## src/rtl/rv32i_types.sv

```systemverilog
// Shared pipeline types: skid-register state encoding and per-entry update operations.
package rv32i_types;

  localparam int PIPE_SKID_OCC_W = 2;

  typedef enum logic [1:0] {
    PSK_EMPTY = 2'd0,
    PSK_BUSY  = 2'd1,
    PSK_FULL  = 2'd2
  } pipe_skid_state_t;

  typedef enum logic [1:0] {
    MAIN_HOLD      = 2'd0,
    MAIN_LOAD_IN   = 2'd1,
    MAIN_LOAD_SKID = 2'd2,
    MAIN_CLEAR     = 2'd3
  } pipe_skid_main_op_t;

  typedef enum logic [1:0] {
    SKID_HOLD    = 2'd0,
    SKID_LOAD_IN = 2'd1,
    SKID_CLEAR   = 2'd2
  } pipe_skid_skid_op_t;

  // State encoding doubles as the held-entry count.
  function automatic logic [PIPE_SKID_OCC_W-1:0] psk_occupancy(input pipe_skid_state_t st);
    case (st)
      PSK_BUSY: psk_occupancy = 2'd1;
      PSK_FULL: psk_occupancy = 2'd2;
      default:  psk_occupancy = 2'd0;
    endcase
  endfunction

endpackage

```

## src/rtl/pipe_skid_reg.sv

```systemverilog
// Two-entry skid register cutting the ready path between pipeline stages.
// Handshake: a transfer happens on a rising edge where valid and ready are both high; valid never waits on ready.
module pipe_skid_reg
  import rv32i_types::*;
#(
  parameter int WIDTH          = 32,
  parameter bit CLEAR_ON_EMPTY = 1'b1,
  parameter int CNT_WIDTH      = 32
) (
  input  logic                       clk,
  input  logic                       rst,
  input  logic                       flush_i,
  input  logic                       in_valid_i,
  input  logic [WIDTH-1:0]           in_data_i,
  output logic                       in_ready_o,
  output logic                       out_valid_o,
  output logic [WIDTH-1:0]           out_data_o,
  input  logic                       out_ready_i,
  output logic [PIPE_SKID_OCC_W-1:0] occupancy_o,
  output logic [CNT_WIDTH-1:0]       stall_cnt_o,
  output pipe_skid_state_t           dbg_state_o
);

  pipe_skid_state_t   r_state;
  pipe_skid_state_t   w_state_nxt;
  pipe_skid_main_op_t w_main_op;
  pipe_skid_skid_op_t w_skid_op;

  logic [WIDTH-1:0]     r_main;
  logic [WIDTH-1:0]     r_skid;
  logic [CNT_WIDTH-1:0] r_stall_cnt;

  logic w_in_fire;
  logic w_out_fire;
  logic w_stall;

  // Ready is decoded from registered state only, so out_ready_i never reaches in_ready_o.
  assign in_ready_o  = (r_state != PSK_FULL);
  assign out_valid_o = (r_state != PSK_EMPTY);
  assign out_data_o  = r_main;
  assign occupancy_o = psk_occupancy(r_state);
  assign stall_cnt_o = r_stall_cnt;
  assign dbg_state_o = r_state;

  assign w_in_fire  = in_valid_i & in_ready_o;
  assign w_out_fire = out_valid_o & out_ready_i;
  assign w_stall    = out_valid_o & ~out_ready_i;

  always_comb begin
    w_state_nxt = r_state;
    w_main_op   = MAIN_HOLD;
    w_skid_op   = SKID_HOLD;
    if (flush_i) begin
      w_state_nxt = PSK_EMPTY;
      w_main_op   = MAIN_CLEAR;
      w_skid_op   = SKID_CLEAR;
    end else begin
      case (r_state)
        PSK_EMPTY: begin
          if (w_in_fire) begin
            w_state_nxt = PSK_BUSY;
            w_main_op   = MAIN_LOAD_IN;
          end
        end
        PSK_BUSY: begin
          if (w_in_fire && w_out_fire) begin
            w_main_op = MAIN_LOAD_IN;
          end else if (w_in_fire) begin
            w_state_nxt = PSK_FULL;
            w_skid_op   = SKID_LOAD_IN;
          end else if (w_out_fire) begin
            w_state_nxt = PSK_EMPTY;
            w_main_op   = MAIN_CLEAR;
          end
        end
        PSK_FULL: begin
          if (w_out_fire) begin
            w_state_nxt = PSK_BUSY;
            w_main_op   = MAIN_LOAD_SKID;
            w_skid_op   = SKID_CLEAR;
          end
        end
        default: begin
          w_state_nxt = PSK_EMPTY;
          w_main_op   = MAIN_CLEAR;
          w_skid_op   = SKID_CLEAR;
        end
      endcase
    end
  end

  always_ff @(posedge clk) begin
    if (rst) begin
      r_state <= PSK_EMPTY;
    end else begin
      r_state <= w_state_nxt;
    end
  end

  // Clear operations only zero an entry when bubbles are requested; otherwise stale data stays.
  always_ff @(posedge clk) begin
    if (rst) begin
      r_main <= '0;
    end else begin
      case (w_main_op)
        MAIN_LOAD_IN:   r_main <= in_data_i;
        MAIN_LOAD_SKID: r_main <= r_skid;
        MAIN_CLEAR:     if (CLEAR_ON_EMPTY) r_main <= '0;
        default:        r_main <= r_main;
      endcase
    end
  end

  always_ff @(posedge clk) begin
    if (rst) begin
      r_skid <= '0;
    end else begin
      case (w_skid_op)
        SKID_LOAD_IN: r_skid <= in_data_i;
        SKID_CLEAR:   if (CLEAR_ON_EMPTY) r_skid <= '0;
        default:      r_skid <= r_skid;
      endcase
    end
  end

  // Flush does not touch the counter: a flushed stall cycle was still a stall.
  always_ff @(posedge clk) begin
    if (rst) begin
      r_stall_cnt <= '0;
    end else if (w_stall && (r_stall_cnt != {CNT_WIDTH{1'b1}})) begin
      r_stall_cnt <= r_stall_cnt + 1'b1;
    end
  end

endmodule

```

## config.mk

```make
export PLATFORM = sky130hd
export DESIGN_NAME = pipe_skid_reg
export DESIGN_NICKNAME = d
export VERILOG_FILES = /design/src/rtl/rv32i_types.sv /design/src/rtl/pipe_skid_reg.sv
export SDC_FILE = /design/constraint.sdc
export NUM_CORES = 1
export LEC_CHECK = 0
export BUFFER_PORTS_ARGS = -buffer_cell sky130_fd_sc_hd__buf_2
export CORE_AREA = 2 2 81 113
export CTS_CLUSTER_DIAMETER = 150
export DETAILED_ROUTE_END_ITERATION = 7
export DIE_AREA = 0 0 83 115
export PLACE_DENSITY = 0.8
export SLEW_MARGIN = 10
export SYNTH_ARGS = -nofsm -noshare
export SYNTH_HDL_FRONTEND = slang
export SYNTH_SLANG_ARGS = --single-unit
```

## constraint.sdc

```tcl
create_clock -name clk -period 4 [get_ports clk]
set_input_delay 0.8 -clock clk [delete_from_list [all_inputs] [get_ports clk]]
set_output_delay 0.8 -clock clk [all_outputs]
set_load 0.03 [all_outputs]
```

==> results of run 1 <==
-- cells in the mapped netlist (all sizes together), types with 11 or more instances --
master   number
nand2        13
o2bb2ai      32
or3          18
nand3        16
o21ai        20
nor3b        24
clkbuf       20
a21oi        53
nor2         69
buf          25
dfxtp        98
o211a        32
nand4        11
-- critical path, delay by kind of cell --
family                     cells  cell delay (ns)
AOI/OAI and AO/OA              1             0.17
adders and majority gates      1             0.63
buffers and inverters          2             0.55
and+or+nand+nor                3             0.71
-- kinds of logic (layout without fill, tap and decap cells) --
kind of cell    count (synthesis)  count (layout)  synth area share
compound gates                165             165             0.260
fa+ha+maj                       2               2           0.00547
buf+inv                        50             132            0.0528
flops                          98              98             0.429
mux                             1               1           0.00328
simple gates                  197             197             0.249
-- state kept, by name, summed over array words and instances, names as in the netlist --
signal and flops:
out_data_o 32, r_skid 32, stall_cnt_o 32, dbg_state_o 2
-- placed cells by master (no fill, tap or decap), drive strengths merged, types with 3 or more instances in the layout --
cell type,netlist,final
nand2,13,13
nor2b,3,3
nor3,5,5
or3,18,18
a21oi,53,53
nand4,11,11
nor3b,24,24
and3,9,9
or4,9,9
nor2,69,69
dfxtp,98,98
nand3,16,16
and2,5,5
o2bb2ai,32,32
buf,25,111
and4,3,3
clkbuf,20,11
a22oi,9,9
o31ai,8,8
inv,4,5
nor4,5,5
o21ai,20,20
o211a,32,32
nand2b,4,4
-- where the power goes --
part	internal [µW]	switching [µW]	total, µW
clock network	585	370	956
registers	1010	19.2	1030
logic	89.0	161	250
total	1690	550	2240
-- cell type report --
class / instances / area share
multi-input combinational: 365 / 0.441
sequential: 98 / 0.363
timing repair buffer: 111 / 0.105
clock buffer: 11 / 0.0468
tap: 105 / 0.0243
clock inverter: 5 / 0.0157
inverter: 5 / 0.00347
-- path summary, 6_finish.rpt --
path / depth (start not counted) / to / slack [ns]
worst min register to register: 2 / r_skid[27]$_SDFFE_PP0P_ / 0.49
worst max register to register: 7 / r_skid[11]$_SDFFE_PP0P_ / 1.44
worst max-delay path: 7 / r_skid[11]$_SDFFE_PP0P_ / 1.32
worst min-delay path: 2 / r_skid[27]$_SDFFE_PP0P_ / 0.49
-- routing by layer --
layer | global-route usage | vias to the layer above
li1 | - | 2056
met1 | 0.269 | 1997
met2 | 0.383 | 127
met3 | 0.0495 | 17
met4 | 0.0973 | 2
met5 | 0 | -
-- per-stage QoR --
step	utilization	total power (µW)	instances
4_1_cts	0.631	2260	700
2_1_floorplan	-	1230	513
3_5_place_dp	0.592	1300	684
5_1_grt	0.631	2320	700
3_3_place_gp	0.592	1300	684
6_report	0.631	2240	700
==> flow_summary.json, run 1 <==
{
  "period_minus_slack_ns": 2.68,
  "grt_pass1_vias": 3763,
  "layout-drive-gt1-share": 0.254,
  "worst_slack_ns": 1.32,
  "ys_seq_area_frac": 0.429,
  "startpoint": "out_ready_i",
  "tns_ns": 0,
  "fin_worst_skew_ns": 0.00573,
  "tightest_slew_ns": 1.13,
  "synth_async_sr_flop_share": 0,
  "multiInputGateArea_um2": 2380,
  "rsz0062_at_grt": "no",
  "syn_inst": 513,
  "io_buffers": 106,
  "boundaryPins": 107,
  "hold_viol": 0,
  "grt_max_degree": 66,
  "drt-initial-drc-count": 191,
  "routed-wl-met3_um": 649,
  "cts-root-buf": "clkbuf_16",
  "ys_top_cells_by_area": "dfxtp_1, o211a_1, o2bb2ai_1",
  "synth.avg_cell_area_um2": 8.92,
  "dp_slack_ns": 1.02,
  "p_leak_uw": 0.00238,
  "cts_resized": 0,
  "wl_met2_um": 5560,
  "firstDrtPassIters": 4,
  "synth_area_um2": 4570,
  "min_path_type": "register to register",
  "ctsHtreeMaxLevel": 3,
  "end_kind": "register",
  "cp_slowest_cell": "ha_2",
  "antenna_found_initial": 1,
  "ys_ff_latch": 98,
  "hold_ws_ns": 0.490,
  "num_vias": 4199,
  "yosysTopAreaCellShare": 0.429,
  "drc": 0,
  "hp-start": "r_skid[27]$_SDFFE_PP0P_",
  "synthFlopType": "dfxtp_1",
  "fin_nets": 629,
  "grt_pass1_wl_um": 17500,
  "area_growth_pct": 18.1,
  "cts_buffers": 9,
  "fmax_mhz": 373,
  "status": "completed",
  "synth_edf_count": 0,
  "slew_headroom": 0.248,
  "postCtsHoldBufs": 0,
  "crit_chain": "buf_2, or4_1, ha_2, buf_4, nor3b_1, a21oi_1, nor2_1",
  "dieArea_um2": 9550,
  "antenna-diode-count": 0,
  "max_stage_delay_ns": 0.63,
  "cts_num_sinks": 98,
  "final_area_um2": 5400,
  "core_area_um2": 8560,
  "ys_warn_count": 0,
  "grt_use_total": 0.223,
  "totalWireLength_um": 11000,
  "gp_congestion": 0.817,
  "power_density_nw_per_um2": 414,
  "top_layer_used": "met5",
  "clock_latency_ns": 0.34,
  "cts_tree": "done",
  "fin_crit_sh": 0.670,
  "start_util": 0.535,
  "die_w_um": 83,
  "dp_hpwl_um": 7290,
  "regArea_um2": 1960,
  "clockBufferDepth": 2,
  "yosysTopAreaCell": "dfxtp_1",
  "dpl-instance-area_um2": 5060,
  "cp.arrival_ns": 2.88,
  "ant_nets": 0,
  "drv_slew": 0,
  "routedWlPerCell_um": 15.6,
  "overflow": 0,
  "reg2reg_from": "dbg_state_o[0]$_SDFFE_PP0P_",
  "drt-met1-wl_um": 4540,
  "worstSetupPathType": "input port to register",
  "vdd_ir_drop_max_v": 0.000355,
  "cts.clk_slew.worst_paths_ns": 0.06,
  "start_kind": "input port",
  "post_cts_buffers": 0,
  "setup_viol": 0,
  "synth_cell_types": 55,
  "viasPerCell": 6.00,
  "drv_cap": 0,
  "worstPathRequired_ns": 4.20,
  "die_y_um": 115,
  "nFillCells": 758,
  "syn_nets": 552,
  "rows": 40,
  "critPathMaxFanout": 32
}
(Power assumes the default switching activity.)
==> run 2: changes to the inputs <==
- ABC_AREA: not set -> 1
- CORE_AREA: 2 2 81 113 -> 2 2 87 122
- DIE_AREA: 0 0 83 115 -> 0 0 89 124
- PLACE_DENSITY: 0.8 -> 0.75
- clock period: 4 -> 2.4 ns (I/O delays scaled with it)
==> run 2 against run 1 <==
Wire length is 16% higher; area after synthesis is 4.3% higher; combinational power is 58% higher; non-clock buffer count is 8 higher; sequential power is 67% higher; power is 61% higher; synthesized cell count is 35% higher; critical path depth is 3 higher; clock-buffer cell count is 1 lower; register-to-register slack worse by 1.2 ns; first-iteration DRC count is 15% higher; critical path type is now register to register; largest cell class unchanged; largest power group unchanged.
==> flow_summary.json, run 2 <==
{
  "status": "completed",
  "worstSetupPathType": "register to register",
  "dpl.cell_count": 911,
  "tns_ns": 0,
  "dieArea_um2": 11000,
  "busiest_layer": "met2",
  "end_kind": "register",
  "drv_cap": 0,
  "clockBufferDepth": 2,
  "cp.arrival_ns": 2.37,
  "critPathMaxFanout": 27,
  "period_minus_slack_ns": 2.17,
  "boundaryPins": 107,
  "setup_viol": 0,
  "start_kind": "register",
  "nFillCells": 983,
  "power_uw": 3600,
  "postCtsHoldBufs": 0,
  "ys_ff_latch": 98,
  "die_y_um": 124,
  "crit_chain": "ha_1, nand2_2, nor2_4, nand2_4, nor2_8, nand2_4, nand2_4, inv_4, nand2_1, a21oi_2",
  "fin_worst_skew_ns": 0.00420,
  "start_util": 0.482,
  "num_vias": 4887,
  "core_area_um2": 9900,
  "grtUsageMet1": 0.269,
  "power_density_nw_per_um2": 631,
  "use_met2": 0.421,
  "overflow": 0,
  "ys_seq_area_frac": 0.411,
  "antenna_found_initial": 0,
  "grt_pass1_wl_um": 20600,
  "fmax_mhz": 461,
  "cts_num_sinks": 98,
  "p_leak_uw": 0.00237,
  "dp_hpwl_um": 8990,
  "totalWireLength_um": 12800,
  "syn_nets": 730,
  "cts.clk_slew.worst_paths_ns": 0.07,
  "grt_use_total": 0.235,
  "synth_async_sr_flop_share": 0,
  "cts_resized": 0,
  "max_stage_delay_ns": 0.46,
  "drv_slew": 0,
  "gp_congestion": 0.900,
  "rsz0062_at_grt": "no",
  "vdd_ir_drop_max_v": 0.000315,
  "die_w_um": 89,
  "final_cell_mix": "nand2_1, buf_2, dfxtp_1, o21ai_0, a21oi_1",
  "yosysTopAreaCell": "dfxtp_1",
  "routedWlPerCell_um": 13.8,
  "cts-root-buf": "clkbuf_16",
  "antenna-diode-count": 0,
  "tightest_slew_ns": 0.697,
  "final_common_cell": "nand2_1",
  "ys_top_cells_by_count": "nand2_1, dfxtp_1, o21ai_0, a21oi_1, nor2_1",
  "rows": 43,
  "crit_family": "simple AND/OR/NAND/NOR gates",
  "fin_nets": 826,
  "fin_util": 0.577,
  "synth_area_um2": 4770,
  "grt_max_degree": 55,
  "final_cells": 927,
  "ys_top_cells_by_area": "dfxtp_1, nand2_1, o21ai_0",
  "clock_latency_ns": 0.34,
  "min_path_type": "input port to register",
  "crit_buf_inv": 1,
  "post_cts_buffers": 0,
  "firstDrtPassIters": 5,
  "synth_cell_types": 29,
  "cts_buffers": 9,
  "cp_slowest_cell": "dfxtp_1",
  "viasPerCell": 5.27,
  "drc": 0,
  "cts_tree": "done",
  "ctsHtreeMaxLevel": 3,
  "synth_edf_count": 0,
  "cpMostUsedCell": "nand2_4",
  "ys_warn_count": 0,
  "slew_headroom": 0.536,
  "io_buffers": 106,
  "layout-drive-gt1-share": 0.244,
  "fin_crit_sh": 0.904,
  "yosysTopAreaCellShare": 0.411,
  "area_growth_pct": 19.7,
  "synthFlopType": "dfxtp_1",
  "worstPathRequired_ns": 2.60,
  "synth.most_common_cell": "nand2_1",
  "hold_viol": 0,
  "hold_ws_ns": 0.391,
  "synth.avg_cell_area_um2": 6.91,
  "drt-initial-drc-count": 220,
  "grt_pass1_vias": 4651,
  "ant_nets": 0,
  "syn_inst": 691,
  "grt.met3_usage": 0.0417
}
-- run 2: cell count changes after synthesis, sizes merged, moves of 16 or more --
cell	delta
a21oi	+36
buf	-16
inv	+38
nand2	+227
nor3b	-24
o211a	-32
o21ai	+52
o2bb2ai	-32
or3	-18
-- run 2: tightest hold or removal path: cells and delay by family --
| family | cells | cell delay (ns) |
|---|---|---|
| compound gates | 1 | 0.05 |
| simple gates | 1 | 0.05 |
| buf+inv | 1 | 0.10 |
-- run 2: power by group --
part	total (µW)	internal, µW	switching [µW]
Sequential	1720	1690	30.9
Combinational	395	120	276
Clock	1490	846	645
Total	3600	2650	951
-- run 2: worst paths after layout --
check                           slack (ns)  depth (start not counted)                          end                        start
worst max register to register        0.23                         10  stall_cnt_o[4]$_SDFFE_PP0P_  stall_cnt_o[0]$_SDFFE_PP0P_
worst max-delay path                  0.23                         10  stall_cnt_o[4]$_SDFFE_PP0P_  stall_cnt_o[0]$_SDFFE_PP0P_
worst min-delay path                  0.39                          3   out_data_o[5]$_SDFFE_PP0P_                 in_data_i[5]
worst min register to register        0.45                          2      r_skid[19]$_SDFFE_PP0P_      r_skid[19]$_SDFFE_PP0P_
-- run 2: cells by family after synthesis --
kind of cell | share of synthesized area
adders and majority gates | 0.00524
and+or+nand+nor | 0.303
AOI/OAI and AO/OA | 0.185
buffers and inverters | 0.0718
xor gates and xnor gates | 0.0239
DFF | 0.411
-- run 2: through the flow --
stage,setup slack (ns),cell area [µm²]
after floorplan,0.00296,4770
after global placement,0.351,5400
after detailed placement,0.258,5400
after CTS,0.246,5710
after global routing,0.0896,5710
final,0.231,5710
-- run 2: area by class of cell --
type | instances | area (µm²) | area share
clock inverter | 6 | 71.3 | 0.0125
tap | 135 | 169 | 0.0296
timing repair buffer | 119 | 641 | 0.112
inverter | 42 | 160 | 0.0280
sequential | 98 | 1960 | 0.343
clock buffer | 10 | 239 | 0.0418
multi-input combinational | 517 | 2470 | 0.432
-- run 2: per-layer routing --
metal  share of wire  up-vias
met1            0.40     2275
met3           0.058       26
li1                -     2406
met5               0        -
met2            0.52      180
met4           0.025        0
